--- src/rtl/la_counter_pkg.sv ---
// Shared LA bit map, status output map and GPIO layout for the LA-driven counter probe.
// Pure constants; no logic, no latency, no backpressure.
package la_counter_pkg;
  localparam int LA_W        = 128;
  localparam int LA_LOAD_LO  = 0;
  localparam int LA_CMP_LO   = 32;
  localparam int LA_STB_LOAD = 64;
  localparam int LA_EN       = 65;
  localparam int LA_DIR      = 66;
  localparam int LA_STB_SNAP = 67;
  localparam int LA_STB_CLR  = 68;
  localparam int LA_PRESC_LO = 72;

  localparam int OUT_COUNT_LO = 0;
  localparam int OUT_SNAP_LO  = 32;
  localparam int OUT_MATCH    = 64;
  localparam int OUT_OVF      = 65;
  localparam int OUT_EN       = 66;

  localparam int IRQ_W     = 3;
  localparam int IO_W      = 38;
  localparam int IO_RSVD   = 8;
endpackage

--- src/rtl/la_edge_detect.sv ---
// Gated LA strobe rise detector: one registered pulse one edge after the rising sample.
// No backpressure; a level held high fires exactly once, including across reset release.
module la_edge_detect (
  input  logic clk,
  input  logic rst,
  input  logic din,
  input  logic oenb,
  output logic pulse
);
  logic gated;
  logic prev;

  assign gated = din & ~oenb;

  always_ff @(posedge clk) begin
    if (rst) begin
      prev  <= 1'b0;
      pulse <= 1'b0;
    end else begin
      prev  <= gated;
      pulse <= gated & ~prev;
    end
  end
endmodule

--- src/rtl/la_counter_probe.sv ---
// Prescaled up/down counter with load, compare-match, wrap and snapshot, controlled from LA probes.
// Controls register once, act on the next edge; outputs are flops; no backpressure.
module la_counter_probe
  import la_counter_pkg::*;
#(
  parameter int COUNT_W = 32,
  parameter int PRESC_W = 8
) (
  input  logic              wb_clk_i,
  input  logic              wb_rst_i,
  input  logic [LA_W-1:0]   la_data_in,
  input  logic [LA_W-1:0]   la_oenb,
  output logic [LA_W-1:0]   la_data_out,
  output logic [IO_W-1:0]   io_out,
  output logic [IO_W-1:0]   io_oeb,
  output logic [IRQ_W-1:0]  irq
);
  logic [COUNT_W-1:0] load_in, cmp_in;
  logic [PRESC_W-1:0] presc_in;
  logic               en_in, dir_in;

  // A multi-bit field is only trusted when the SoC drives every bit of it.
  assign load_in  = (la_oenb[LA_LOAD_LO +: COUNT_W] == '0) ? la_data_in[LA_LOAD_LO +: COUNT_W] : '0;
  assign cmp_in   = (la_oenb[LA_CMP_LO +: COUNT_W] == '0) ? la_data_in[LA_CMP_LO +: COUNT_W] : '0;
  assign presc_in = (la_oenb[LA_PRESC_LO +: PRESC_W] == '0) ? la_data_in[LA_PRESC_LO +: PRESC_W] : '0;
  assign en_in    = la_data_in[LA_EN] & ~la_oenb[LA_EN];
  assign dir_in   = la_data_in[LA_DIR] & ~la_oenb[LA_DIR];

  logic load_stb, snap_stb, clr_stb;

  la_edge_detect u_stb_load (.clk(wb_clk_i), .rst(wb_rst_i), .din(la_data_in[LA_STB_LOAD]),
                             .oenb(la_oenb[LA_STB_LOAD]), .pulse(load_stb));
  la_edge_detect u_stb_snap (.clk(wb_clk_i), .rst(wb_rst_i), .din(la_data_in[LA_STB_SNAP]),
                             .oenb(la_oenb[LA_STB_SNAP]), .pulse(snap_stb));
  la_edge_detect u_stb_clr  (.clk(wb_clk_i), .rst(wb_rst_i), .din(la_data_in[LA_STB_CLR]),
                             .oenb(la_oenb[LA_STB_CLR]), .pulse(clr_stb));

  logic [COUNT_W-1:0] load_q, cmp_q, count, snap, count_nxt;
  logic [PRESC_W-1:0] presc_lim_q, presc, presc_nxt;
  logic               en_q, dir_q, match, ovf, irq_match, irq_wrap;
  logic               tick, wrap, hit;

  always_comb begin
    tick      = 1'b0;
    wrap      = 1'b0;
    count_nxt = count;
    presc_nxt = presc;
    if (en_q) begin
      if (presc == presc_lim_q) begin
        tick      = 1'b1;
        presc_nxt = '0;
      end else begin
        presc_nxt = presc + 1'b1;
      end
    end
    // Load pre-empts a coincident tick entirely, including its wrap.
    if (load_stb) begin
      count_nxt = load_q;
      presc_nxt = '0;
    end else if (tick) begin
      count_nxt = dir_q ? count - 1'b1 : count + 1'b1;
      wrap      = dir_q ? (count == '0) : (count == '1);
    end
    hit = (load_stb | tick) && (count_nxt == cmp_q);
  end

  always_ff @(posedge wb_clk_i) begin
    if (wb_rst_i) begin
      load_q      <= '0;
      cmp_q       <= '0;
      presc_lim_q <= '0;
      en_q        <= 1'b0;
      dir_q       <= 1'b0;
      count       <= '0;
      presc       <= '0;
      snap        <= '0;
      match       <= 1'b0;
      ovf         <= 1'b0;
      irq_match   <= 1'b0;
      irq_wrap    <= 1'b0;
    end else begin
      load_q      <= load_in;
      cmp_q       <= cmp_in;
      presc_lim_q <= presc_in;
      en_q        <= en_in;
      dir_q       <= dir_in;
      count       <= count_nxt;
      presc       <= presc_nxt;
      if (snap_stb) snap <= count;
      match       <= hit | (match & ~clr_stb);
      ovf         <= wrap | (ovf & ~clr_stb);
      irq_match   <= hit;
      irq_wrap    <= wrap;
    end
  end

  always_comb begin
    la_data_out = '0;
    la_data_out[OUT_COUNT_LO +: COUNT_W] = count;
    la_data_out[OUT_SNAP_LO +: COUNT_W]  = snap;
    la_data_out[OUT_MATCH] = match;
    la_data_out[OUT_OVF]   = ovf;
    la_data_out[OUT_EN]    = en_q;
  end

  assign io_out = {count[IO_W-IO_RSVD-1:0], {IO_RSVD{1'b0}}};
  assign io_oeb = {{(IO_W-IO_RSVD){1'b0}}, {IO_RSVD{1'b1}}};
  assign irq    = {1'b0, irq_wrap, irq_match};

  logic unused_bits;
  assign unused_bits = ^{la_data_in[LA_W-1:LA_PRESC_LO+PRESC_W], la_data_in[LA_PRESC_LO-1:LA_STB_CLR+1],
                         la_oenb[LA_W-1:LA_PRESC_LO+PRESC_W], la_oenb[LA_PRESC_LO-1:LA_STB_CLR+1],
                         count[COUNT_W-1:IO_W-IO_RSVD]};
endmodule
--- config.mk ---
export PLATFORM = sky130hd
export DESIGN_NAME = la_counter_probe
export DESIGN_NICKNAME = d
export VERILOG_FILES = /design/src/rtl/la_counter_pkg.sv /design/src/rtl/la_edge_detect.sv /design/src/rtl/la_counter_probe.sv
export SDC_FILE = /design/constraint.sdc
export NUM_CORES = 1
export LEC_CHECK = 0
export CELL_PAD_IN_SITES_DETAIL_PLACEMENT = 0
export CELL_PAD_IN_SITES_GLOBAL_PLACEMENT = 1
export CORE_ASPECT_RATIO = 1.5
export CORE_UTILIZATION = 29
export DETAILED_ROUTE_END_ITERATION = 10
export PLACE_DENSITY = 0.85
export SLEW_MARGIN = 20
export SYNTH_ARGS = -nofsm -noshare
export SYNTH_HDL_FRONTEND = slang
export SYNTH_SLANG_ARGS = --single-unit
--- constraint.sdc ---
create_clock -name wb_clk_i -period 5.05 [get_ports wb_clk_i]
set_input_delay 0.7575 -clock wb_clk_i [delete_from_list [all_inputs] [get_ports wb_clk_i]]
set_output_delay 0.7575 -clock wb_clk_i [all_outputs]
set_load 0.1 [all_outputs]
=== After elaboration in Yosys (flattened, before gate mapping) ===
Index checks and enable logic that the tools add are counted.

* $add $sub $neg: 3
* Equal/unequal tests: 3
* Mux-type cells: 9
* Bitwise gates (word level): 25
* Reduce and logical (&&, ||, !) cells: 9

{| class="wikitable"
|+ Operators with widths
! kind !! number
|-
| logical NOT 32 bit || 3
|-
| 2-to-1 mux 32 bit || 3
|-
| adder 32 x 1 -> 32 bit, second input constant || 1
|-
| equality test 32 bit || 1
|-
| equality test 32 bit, second input constant || 1
|-
| subtractor 32 x 1 -> 32 bit, second input constant || 1
|-
| NOT 1 bit || 12
|-
| AND 1 bit || 10
|-
| adder 8 x 1 -> 8 bit, second input constant || 1
|-
| equality test 8 bit || 1
|-
| logical NOT 8 bit || 1
|-
| 2-to-1 mux 8 bit || 1
|-
| OR reduction 2 bit || 4
|-
| 2-to-1 mux 1 bit || 5
|-
| OR 1 bit || 3
|-
| logical AND 1 bit || 1
|}

* Bits in registers: 156
* Bits of input ports: 258

=== Longest topological paths before layout ===
Gate-level depths: netlist of run 1.

* Word-level depth: 8
* Depth in mapped cells: 13
* Mapped depth without buffers: 12

=== Cells and area by module ===
From an unflattened synthesis of run 1, not the netlist that was laid out.

* Cells, all modules: 1293
* Area, all modules: 10727.8 µm²

{| class="wikitable"
|+ By module, submodules not included
! module !! times used !! cells each !! area each (µm²) !! seq. area each (µm²)
|-
| la_counter_probe || 1 || 1281 || 10540.1 || 3002.9
|-
| la_edge_detect || 3 || 4 || 62.6 || 40.0
|}

=== Least setup slack after synthesis of run 1 ===
OpenSTA, ideal clock, no wires.

* Path type: flip-flop to flip-flop
* Start point: register count[3]
* End point: register match
* Arrival: 3.767 ns
* Required time: 4.993 ns
* Path slack: 1.226 ns
* Cell stages (with the launch flop): 13
* Buffers on the path: 0
* Clock period less this slack: 3.824 ns
* Cells stage by stage: dfxtp_1 -> ha_1 -> and2_1 -> a221o_1 -> o211ai_1 -> nand2_1 -> xnor2_1 -> a32o_1 -> a221o_1 -> nor4_1 -> nand4_1 -> nor4_2 -> a21o_1

* Cells in the longest elaborated chain, start to end: 7
* Elaborated cells on any way between the ends: 8

{| class="wikitable"
|+ RTL lines
! element !! RTL line !! RTL
|-
| start, declared || la_counter_probe.sv:38 || <nowiki>logic [COUNT_W-1:0] load_q, cmp_q, count, snap, count_nxt;</nowiki>
|-
| start signal, assigned || la_counter_probe.sv:87 || <nowiki>count <= count_nxt;</nowiki>
|-
| adder 32 x 1 -> 32 bit / subtractor 32 x 1 -> 32 bit (equally long branches) || la_counter_probe.sv:61 || <nowiki>count_nxt = dir_q ? count - 1'b1 : count + 1'b1;</nowiki>
|-
| 2-to-1 mux 32 bit || la_counter_probe.sv:61 ||
|-
| 2-to-1 mux 32 bit (*) || la_counter_probe.sv:60 || <nowiki>end else if (tick) begin</nowiki>
|-
| 2-to-1 mux 32 bit (*) || la_counter_probe.sv:57 || <nowiki>if (load_stb) begin</nowiki>
|-
| equality test 32 bit (*) || la_counter_probe.sv:64 || <nowiki>hit = (load_stb | tick) && (count_nxt == cmp_q);</nowiki>
|-
| logical AND 1 bit (*) || la_counter_probe.sv:64 ||
|-
| OR 1 bit (*) || la_counter_probe.sv:90 || <nowiki>match <= hit | (match & ~clr_stb);</nowiki>
|-
| end signal, assigned || la_counter_probe.sv:90 ||
|-
| end, declared || la_counter_probe.sv:40 || <nowiki>logic en_q, dir_q, match, ovf, irq_match, irq_wrap;</nowiki>
|}

Mark *: on every way between the ends. The rest lies on a longest branch, timed or not.
A chain may end at the register's enable or synchronous reset.

=== Worst setup path after layout of run 1 ===
* Start point: register dir_q
* End point: register match

* Cells in the longest elaborated chain, start to end: 6

{| class="wikitable"
|+ RTL lines
! element !! RTL line !! RTL
|-
| start, declared || la_counter_probe.sv:40 ||
|-
| start signal, assigned || la_counter_probe.sv:86 || <nowiki>dir_q <= dir_in;</nowiki>
|-
| 2-to-1 mux 32 bit || la_counter_probe.sv:61 ||
|-
| 2-to-1 mux 32 bit || la_counter_probe.sv:60 ||
|-
| 2-to-1 mux 32 bit || la_counter_probe.sv:57 ||
|-
| equality test 32 bit || la_counter_probe.sv:64 ||
|-
| logical AND 1 bit || la_counter_probe.sv:64 ||
|-
| OR 1 bit || la_counter_probe.sv:90 ||
|}

Every way passes these cells.

==> results of run 1 <==
-- synth_stat cells, types with 17 or more instances --
| cell type | number | area share |
|---|---|---|
| sky130_fd_sc_hd__nand4_1 | 30 | 0.020 |
| sky130_fd_sc_hd__nor3_1 | 20 | 0.010 |
| sky130_fd_sc_hd__a21oi_1 | 64 | 0.034 |
| sky130_fd_sc_hd__a211oi_1 | 17 | 0.013 |
| sky130_fd_sc_hd__buf_4 | 143 | 0.11 |
| sky130_fd_sc_hd__xor2_1 | 29 | 0.027 |
| sky130_fd_sc_hd__o21ai_0 | 33 | 0.017 |
| sky130_fd_sc_hd__xnor2_1 | 40 | 0.037 |
| sky130_fd_sc_hd__ha_1 | 31 | 0.041 |
| sky130_fd_sc_hd__nor4_1 | 39 | 0.026 |
| sky130_fd_sc_hd__clkbuf_1 | 36 | 0.014 |
| sky130_fd_sc_hd__mux2i_1 | 55 | 0.058 |
| sky130_fd_sc_hd__dfxtp_1 | 156 | 0.33 |
| sky130_fd_sc_hd__inv_1 | 20 | 0.0079 |
| sky130_fd_sc_hd__nand2_1 | 67 | 0.026 |
| sky130_fd_sc_hd__nor2_1 | 96 | 0.038 |
| sky130_fd_sc_hd__and2_1 | 80 | 0.052 |
-- power groups by stage --
stage / combinational (W) / clock (W) / sequential, W
finish: 0.000908 / 0.00134 / 0.00128
global route: 0.000944 / 0.00143 / 0.00128
global placement: 0.000903 / 0 / 0.00131
CTS: 0.000907 / 0.00138 / 0.00128
floorplan: 0.000675 / 0 / 0.00137
detailed placement: 0.000905 / 0 / 0.00131
-- logic make-up after synthesis --
logic type | Yosys count | share of synthesized area
xor gates and xnor gates | 71 | 0.06733
and+or+nand+nor | 401 | 0.2203
other | 2 | 0.0007863
DFF | 156 | 0.3270
AOI/OAI and AO/OA | 201 | 0.1390
buffers and inverters | 215 | 0.1429
adders and majority gates | 32 | 0.04270
muxes | 57 | 0.05999
-- critical path: cells and delay by family (launching register included) --
family          cells  cell delay [ps]
compound gates      5             1550
xor+xnor            1              190
flops               1              780
fa+ha+maj           1              410
simple gates        5             1580
-- area by class of cell --
cell class	instances	area, um2	share of cell area
well taps	415	519.2	0.04140
multi-input cells	870	5489	0.4376
clock buffers	17	425.4	0.03392
repair buffers	280	2735	0.2181
clock inverters	14	173.9	0.01387
flip-flops and latches	156	3126	0.2492
inverters	20	75.07	0.005985
-- per-stage QoR --
stage	total power, W	worst slack [ps]	hold slack [ps]
detailed placement	0.002213	556.3	369.3
floorplan	0.002045	1226	367.4
global placement	0.002209	542.7	364.2
finish	0.003527	473.3	378.1
CTS	0.003563	509.2	379.5
global route	0.003651	354.4	391.7
-- registers in the layout (all words and copies together), names as in the netlist, 8 cells and up --
name and cells:
cmp_q 32, count 32, load_q 32, presc 8
presc_lim_q 8, snap 32
-- routing by layer --
| layer | global-route usage | share of wire | wire [um] | vias to the layer above |
|---|---|---|---|---|
| li1 | - | - | - | 4183 |
| met2 | 0.3889 | 0.53 | 18340 | 398 |
| met3 | 0.03083 | 0.053 | 1841 | 62 |
| met5 | 0 | 0 | 0 | - |
| met4 | 0.09645 | 0.037 | 1301 | 0 |
| met1 | 0.2279 | 0.38 | 13440 | 4021 |
-- path summary, 6_finish.rpt --
kind	end	startpoint	depth (start not counted)
setup / recovery	match$_SDFF_PP0_	dir_q$_SDFF_PP0_	12
hold reg to reg	u_stb_snap.pulse$_SDFF_PP0_	u_stb_snap.prev$_SDFF_PP0_	1
hold / removal	u_stb_snap.pulse$_SDFF_PP0_	u_stb_snap.prev$_SDFF_PP0_	1
setup reg to reg	match$_SDFF_PP0_	dir_q$_SDFF_PP0_	12
-- placed cells by master (no fill, tap or decap), types with 33 or more instances in the layout --
master / n
sky130_fd_sc_hd__nor2_1: 96
sky130_fd_sc_hd__dfxtp_1: 154
sky130_fd_sc_hd__clkdlybuf4s50_1: 253
sky130_fd_sc_hd__conb_1: 108
sky130_fd_sc_hd__xnor2_1: 40
sky130_fd_sc_hd__mux2i_1: 55
sky130_fd_sc_hd__and2_1: 80
sky130_fd_sc_hd__nor4_1: 37
sky130_fd_sc_hd__o21ai_0: 33
sky130_fd_sc_hd__a21oi_1: 64
sky130_fd_sc_hd__nand2_1: 67
==> summary by stage, run 1 <==
Clock network
The hold buffer count at cts is 0. The root buffer cell chosen for the clock tree is sky130_fd_sc_hd__clkbuf_16. The tree built by TritonCTS fans out to around 160 sinks. The worst-case clock buffer depth is 2. The quantity of gates resized following cts is 0. The H-tree was split into 4 levels. The clock tree from TritonCTS is done. The clock buffer count from CTS is 17. After clock tree synthesis, the clock-pin slew on the worst setup and hold paths is 70 ps. The buffer count from post-CTS setup fixing is 0. Clock latency on the worst-skew pair, taken at its later pin, is about 460 ps.

Final layout
The post-layout instance count excluding filler cells is 1,772. In the final layout, the share of cells above drive strength 1 is 0.05748. Fill cells in the final layout number between 3,000 and 4,000. After the last flow step, the layout net total stands at approximately 1,600. The number of antenna diodes in the final layout is 0. The post-route cell area is 12,540 um2. The area growth from synthesis to layout is 31.32%. Once layout is complete, the utilization of the core stands at 0.3856.

Routing
In the routed design, unresolved DRC markers number 0. Before antenna repair, the detailed router went through 5 iterations. The final layout contains routed wiring with a total length of around 35 mm.

The average routed wire per standard cell is 19.71 um. In this run the remaining antenna-violating nets after routing total 0. Summing over every cut layer, the via total after detailed routing is a little under 9,000.

Using the TritonRoute via totals, the vias-per-cell ratio works out to about 4.9. The number of DRC markers in iteration 0 is roughly 580.

Pwr
For this design the ratio of total power to cell area is 281.2 nW/um2. The net switching share of the total power is 0.3710. The clock group share of total power is 0.380. The internal power summed over all cells is ~0.0022 W.

Of the total power, registers draw 0.363. IR analysis of the VDD net gives a maximum drop of 0.1459 mV. The combinational fraction of design power is 0.258. Summed over all cells, the static leakage comes to a little under 5 nW.

In this run the power spent charging and discharging nets is between 0.001 and 0.0015 W.

Global routing
The initial antenna violation count came to 1. The number of global-route vias before repair is between 8,000 and 9,000. For this run, the total global-route usage over all layers was measured as 0.2087. The first-pass GRT wire length is roughly 51 mm. Global routing finished with a remaining overflow of 0. Entering global routing, the biggest net connects 46 pins.

Setup path
The kind of launch point of the worst setup path is a register. Along the worst path, the maximum fanout reaches 13. The critical path goes through ha_1, and2_1, a221o_1, o211ai_1, nand2_1, xnor2_1, a32o_1, a221o_1, nor4_1, nand4_1, nor4_2, a21o_1.

The register-to-register setup slack is 470 ps. The required time of the critical path is 5460 ps. The worst setup path is captured at a register. The largest single stage delay on the critical path is between 700 and 800 ps. The slowest stage cell on the critical path is sky130_fd_sc_hd__dfxtp_1. The endpoint arrival time on the critical path is 4980 ps. By startpoint and endpoint, the worst setup path is classified as register to register. The most common cell type on the critical path is sky130_fd_sc_hd__a221o_1.

Die
The chip height is about 220 um. The number of top-level pins is about 470. The initial utilization of the core area, before any placement, comes to 0.2936. The area enclosed by the die boundary is 33,680 um2.

In this run the horizontal extent of the chip is between 150 and 200 um. The floorplan has a little over 80 rows. The region available for standard cell placement spans 32,530 um2.

STA
Setup violations remaining at the end of the flow were counted as 0. For the final routed database, the setup TNS stands at 0 ps. The final clock skew is 9.893 ps. The final critical delay including setup and external delays is between 4000 and 5000 ps. The final-report hold violation count came to 0. The fmax is between 200 and 250 MHz. The slew at the pin closest to its max-slew limit is 1104 ps. The total count of max-transition violations in the final report is 0. Setup repair after global routing left no endpoint under its margin.

The share of the clock period used by the worst path after layout is 0.9063. The max-slew headroom at the worst pin is 0.2620.

Synth
The post-synthesis area per instance is 8.416 um2. In this run the cell area of the synthesized design comes to roughly 9600 um2. The register bit count reported by yosys is 156.

The synthesized design contains 0 enable-type register cells. The most instantiated flip-flop cell in the synthesis netlist is sky130_fd_sc_hd__dfxtp_1. The post-synthesis async set-or-reset flop share is 0. The number of warnings reported in the yosys synthesis log is 0. The post-synthesis cell type count is 75. For this run, the register share of the synthesized area comes to 0.3270. The cell count after synthesis is around 1,100.

Placement
In this run, placement finished with an instance count of roughly 1,700. Detailed placement finished with a half-perimeter wire length of about 28 mm. The final weighted congestion in routability-driven placement is roughly 0.9. The post-placement cell area is about 12,000 um2. Input and output buffers added on the ports amount to 254.

Status
The run finished with clean final reports.

Worst hold path
In this run the worst hold path is classified as register to register.

Job
Across the run, the number of max-cap violations was 0.
(Power assumes the default switching activity.)
==> inputs of run 2 (changes only) <==
CORE_ASPECT_RATIO = 1.2   (was 1.5)
GPL_TIMING_DRIVEN = 0   (was not set)
==> run 2 against run 1 <==
Die area hardly changed. Critical endpoint unchanged. Flip-flop and latch count stayed put. Core utilization is 3.5 points higher. Wire length is 3.9% higher. Largest power group unchanged. Combinational power is 9.4% higher. Critical path type unchanged. Critical path depth is 1 higher. Total power is 2.2% higher. Highest routed layer unchanged.
==> summary by stage, run 2 (synthesized netlist as in run 1, its figures left out) <==
Routing
After detailed routing, the total wire length is about 36 mm. For this block, the initial DRC count from the detailed router was between 500 and 600. After detailed routing, the average wire length per cell comes to between 15 and 20 um. The first TritonRoute pass finished after 6 iterations. The number of DRC violations after detailed routing is 0.

In this run the remaining antenna-violating nets after routing total 0. After detailed routing, the number of vias per cell comes to between 4 and 5. Detailed routing inserted a total of approximately 9,300 vias.

Clock network
The number of clock buffers added by TritonCTS is 17. The number of hold buffers added after CTS was 0. After clock tree synthesis, the clock-pin slew on the worst setup and hold paths is about 70 ps. The quantity of gates resized following cts is 0.

The clock latency of the later-clocked register in the worst-skew pair is ~440 ps. The clock passes through at most 2 buffers. TritonCTS built the clock tree. The clock tree root driver cell is sky130_fd_sc_hd__clkbuf_16. The clock tree synthesis step divided the H-tree into 4 levels. Buffers added to address setup during post-CTS repair amount to 0. The clock sink total is around 160.

Global routing
Entering global routing, the biggest net connects 35 pins. The number of global-route vias before repair is slightly below 9,000. Global routing finished with a remaining overflow of 0. The initial antenna violation count was 0. For this run, the total global-route usage over all layers was measured as 0.2129. The first-pass GRT wire length is about 53 mm.

Setup path
The kind of launch point of the worst setup path is a register. The largest driver fanout on the critical path is 34. The signal on the critical path passes through ha_1, clkbuf_1, nand2_1, nor2_1, o211ai_1, a21oi_1, nor2_1, nor4_1, mux2i_1, nand4_1, a2111o_1, nor4_2, a21o_1. The count of cell instances traversed by the critical path is 13. The endpoint arrival time on the critical path is ~5000 ps. The slowest stage cell on the critical path is sky130_fd_sc_hd__nor4_1. For the worst flop-to-flop path, the logic depth is 13. The cell class contributing the biggest share of worst-path delay is simple AND/OR/NAND/NOR gates. At the worst endpoint, the required time is 5440 ps.

The most common cell type on the critical path is sky130_fd_sc_hd__nor2_1. In this design, the stage delay of the slowest critical-path cell is 900 ps. The critical path is of the register to register type. The worst setup path is captured at a register.

The number of buffers and inverters on the critical path is 1.

STA
Derived from the worst setup path, the maximum achievable clock frequency is approximately 210 MHz. Final hold analysis gives a worst-case slack of 384.4 ps. Setup repair after global routing left no endpoint under its margin. The final setup violation count is 0. The final clock skew is between 10 and 15 ps. Headroom to the max-slew limit came out at 0.2092.

The final-report hold violation count came to 0. At the pin with the least slew margin, the transition time is about 1200 ps. The final sum of negative setup slack is 0 ps. Counting I/O delays and the setup requirement, the final critical path takes about 4700 ps. In the finished design, the share of the clock period the worst path needs comes to 0.9270.

The total count of max-transition violations in the final report is 0.

Placement
Once detailed placement completed, the half-perimeter wirelength came to between 20 and 30 mm. Port buffering added about 250 buffers. The final weighted congestion in routability-driven placement is around 0.95.

Final layout
The area growth from synthesis to layout is 42.32%. The final core utilization is 0.4203. In the final layout, the share of cells above drive strength 1 is 0.1270. The number of nets in the final layout is about 1,800. The commonest non-fill, non-tap cell in the layout is sky130_fd_sc_hd__clkdlybuf4s50_1. The number of fill cells is around 3,300. 0 antenna diodes ended up in the layout. In the layout the commonest cells are sky130_fd_sc_hd__clkdlybuf4s50_1 (254), sky130_fd_sc_hd__dfxtp_1 (155), sky130_fd_sc_hd__buf_4 (143).

Die
The width of the chip is around 170 um. The total number of placement rows is 72. The area enclosed by the die boundary is ~34,000 um2.

In this run the standard cell core region covers around 32,000 um2. For this configuration, the core starts out at a cell density of 0.2953. The chip height is 200.8 um. The number of top-level pins is approximately 470.

Pwr
In this run the power density over the cells is 265.1 nW/um2. The maximum ir drop on the vdd rail is roughly 0.17 mV. The leakage component of the power is 5.580 nW.

Status
The run finished with clean final reports.

Worst hold path
The path class of the tightest hold or removal check is register to register. Along the worst hold path, the cell count comes to 1.

Job
The number of maximum-capacitance violations is 0.
run 2: changes by cell type in the layout (fill, tap and decap cells not counted), sizes merged:
cell	change
buf	+132
clkbuf	+40
clkdlybuf4s50	+1
clkinv	+3
clkinvlp	-1
inv	-5
run 2: where the power goes:
part / internal (W) / switching, W / total, W
Combinational: 0.000291 / 0.000701 / 0.000993
Sequential: 0.00124 / 0.0000363 / 0.00128
Clock: 0.000762 / 0.000569 / 0.00133
run 2: worst paths after layout:
kind / slack, ps / start / to
max: 370 / dir_q$_SDFF_PP0_ / match$_SDFF_PP0_
min: 380 / u_stb_snap.prev$_SDFF_PP0_ / u_stb_snap.pulse$_SDFF_PP0_
max reg2reg: 370 / dir_q$_SDFF_PP0_ / match$_SDFF_PP0_
min reg2reg: 380 / u_stb_snap.prev$_SDFF_PP0_ / u_stb_snap.pulse$_SDFF_PP0_
run 2: routing by layer:
layer  vias to the layer above  part of all wire  global-route usage  wire, um
met5                         -                 0                   0         0
met2                       438              0.51              0.3888     18450
met3                        47             0.072             0.04160      2627
met1                      4262              0.39              0.2447     14330
met4                         0             0.025             0.07339       899
li1                       4515                 -                   -         -
run 2: metrics by stage:
| step | cells | worst slack, ps | area (um2) | total power (W) |
|---|---|---|---|---|
| finish | 1934 | 368.4 | 13590 | 0.003604 |
| global route | 1934 | 234.4 | 13590 | 0.003714 |
| global placement | 1902 | 84.27 | 13000 | 0.002293 |
| floorplan | 1241 | 1226 | 9950 | 0.002045 |
| CTS | 1934 | 531.5 | 13590 | 0.003630 |
| detailed placement | 1902 | 560.2 | 13000 | 0.002295 |
run 2: cell type report:
cell class | count | area (um2) | area share
Buffer | 195 | 1290 | 0.09489
Clock buffer | 21 | 460.4 | 0.03387
Clock inverter | 11 | 131.4 | 0.009664
Inverter | 20 | 75.07 | 0.005522
Multi-Input combinational cell | 870 | 5461 | 0.4017
Sequential cell | 156 | 3124 | 0.2298
Tap cell | 407 | 509.2 | 0.03746
Timing Repair Buffer | 254 | 2542 | 0.1870
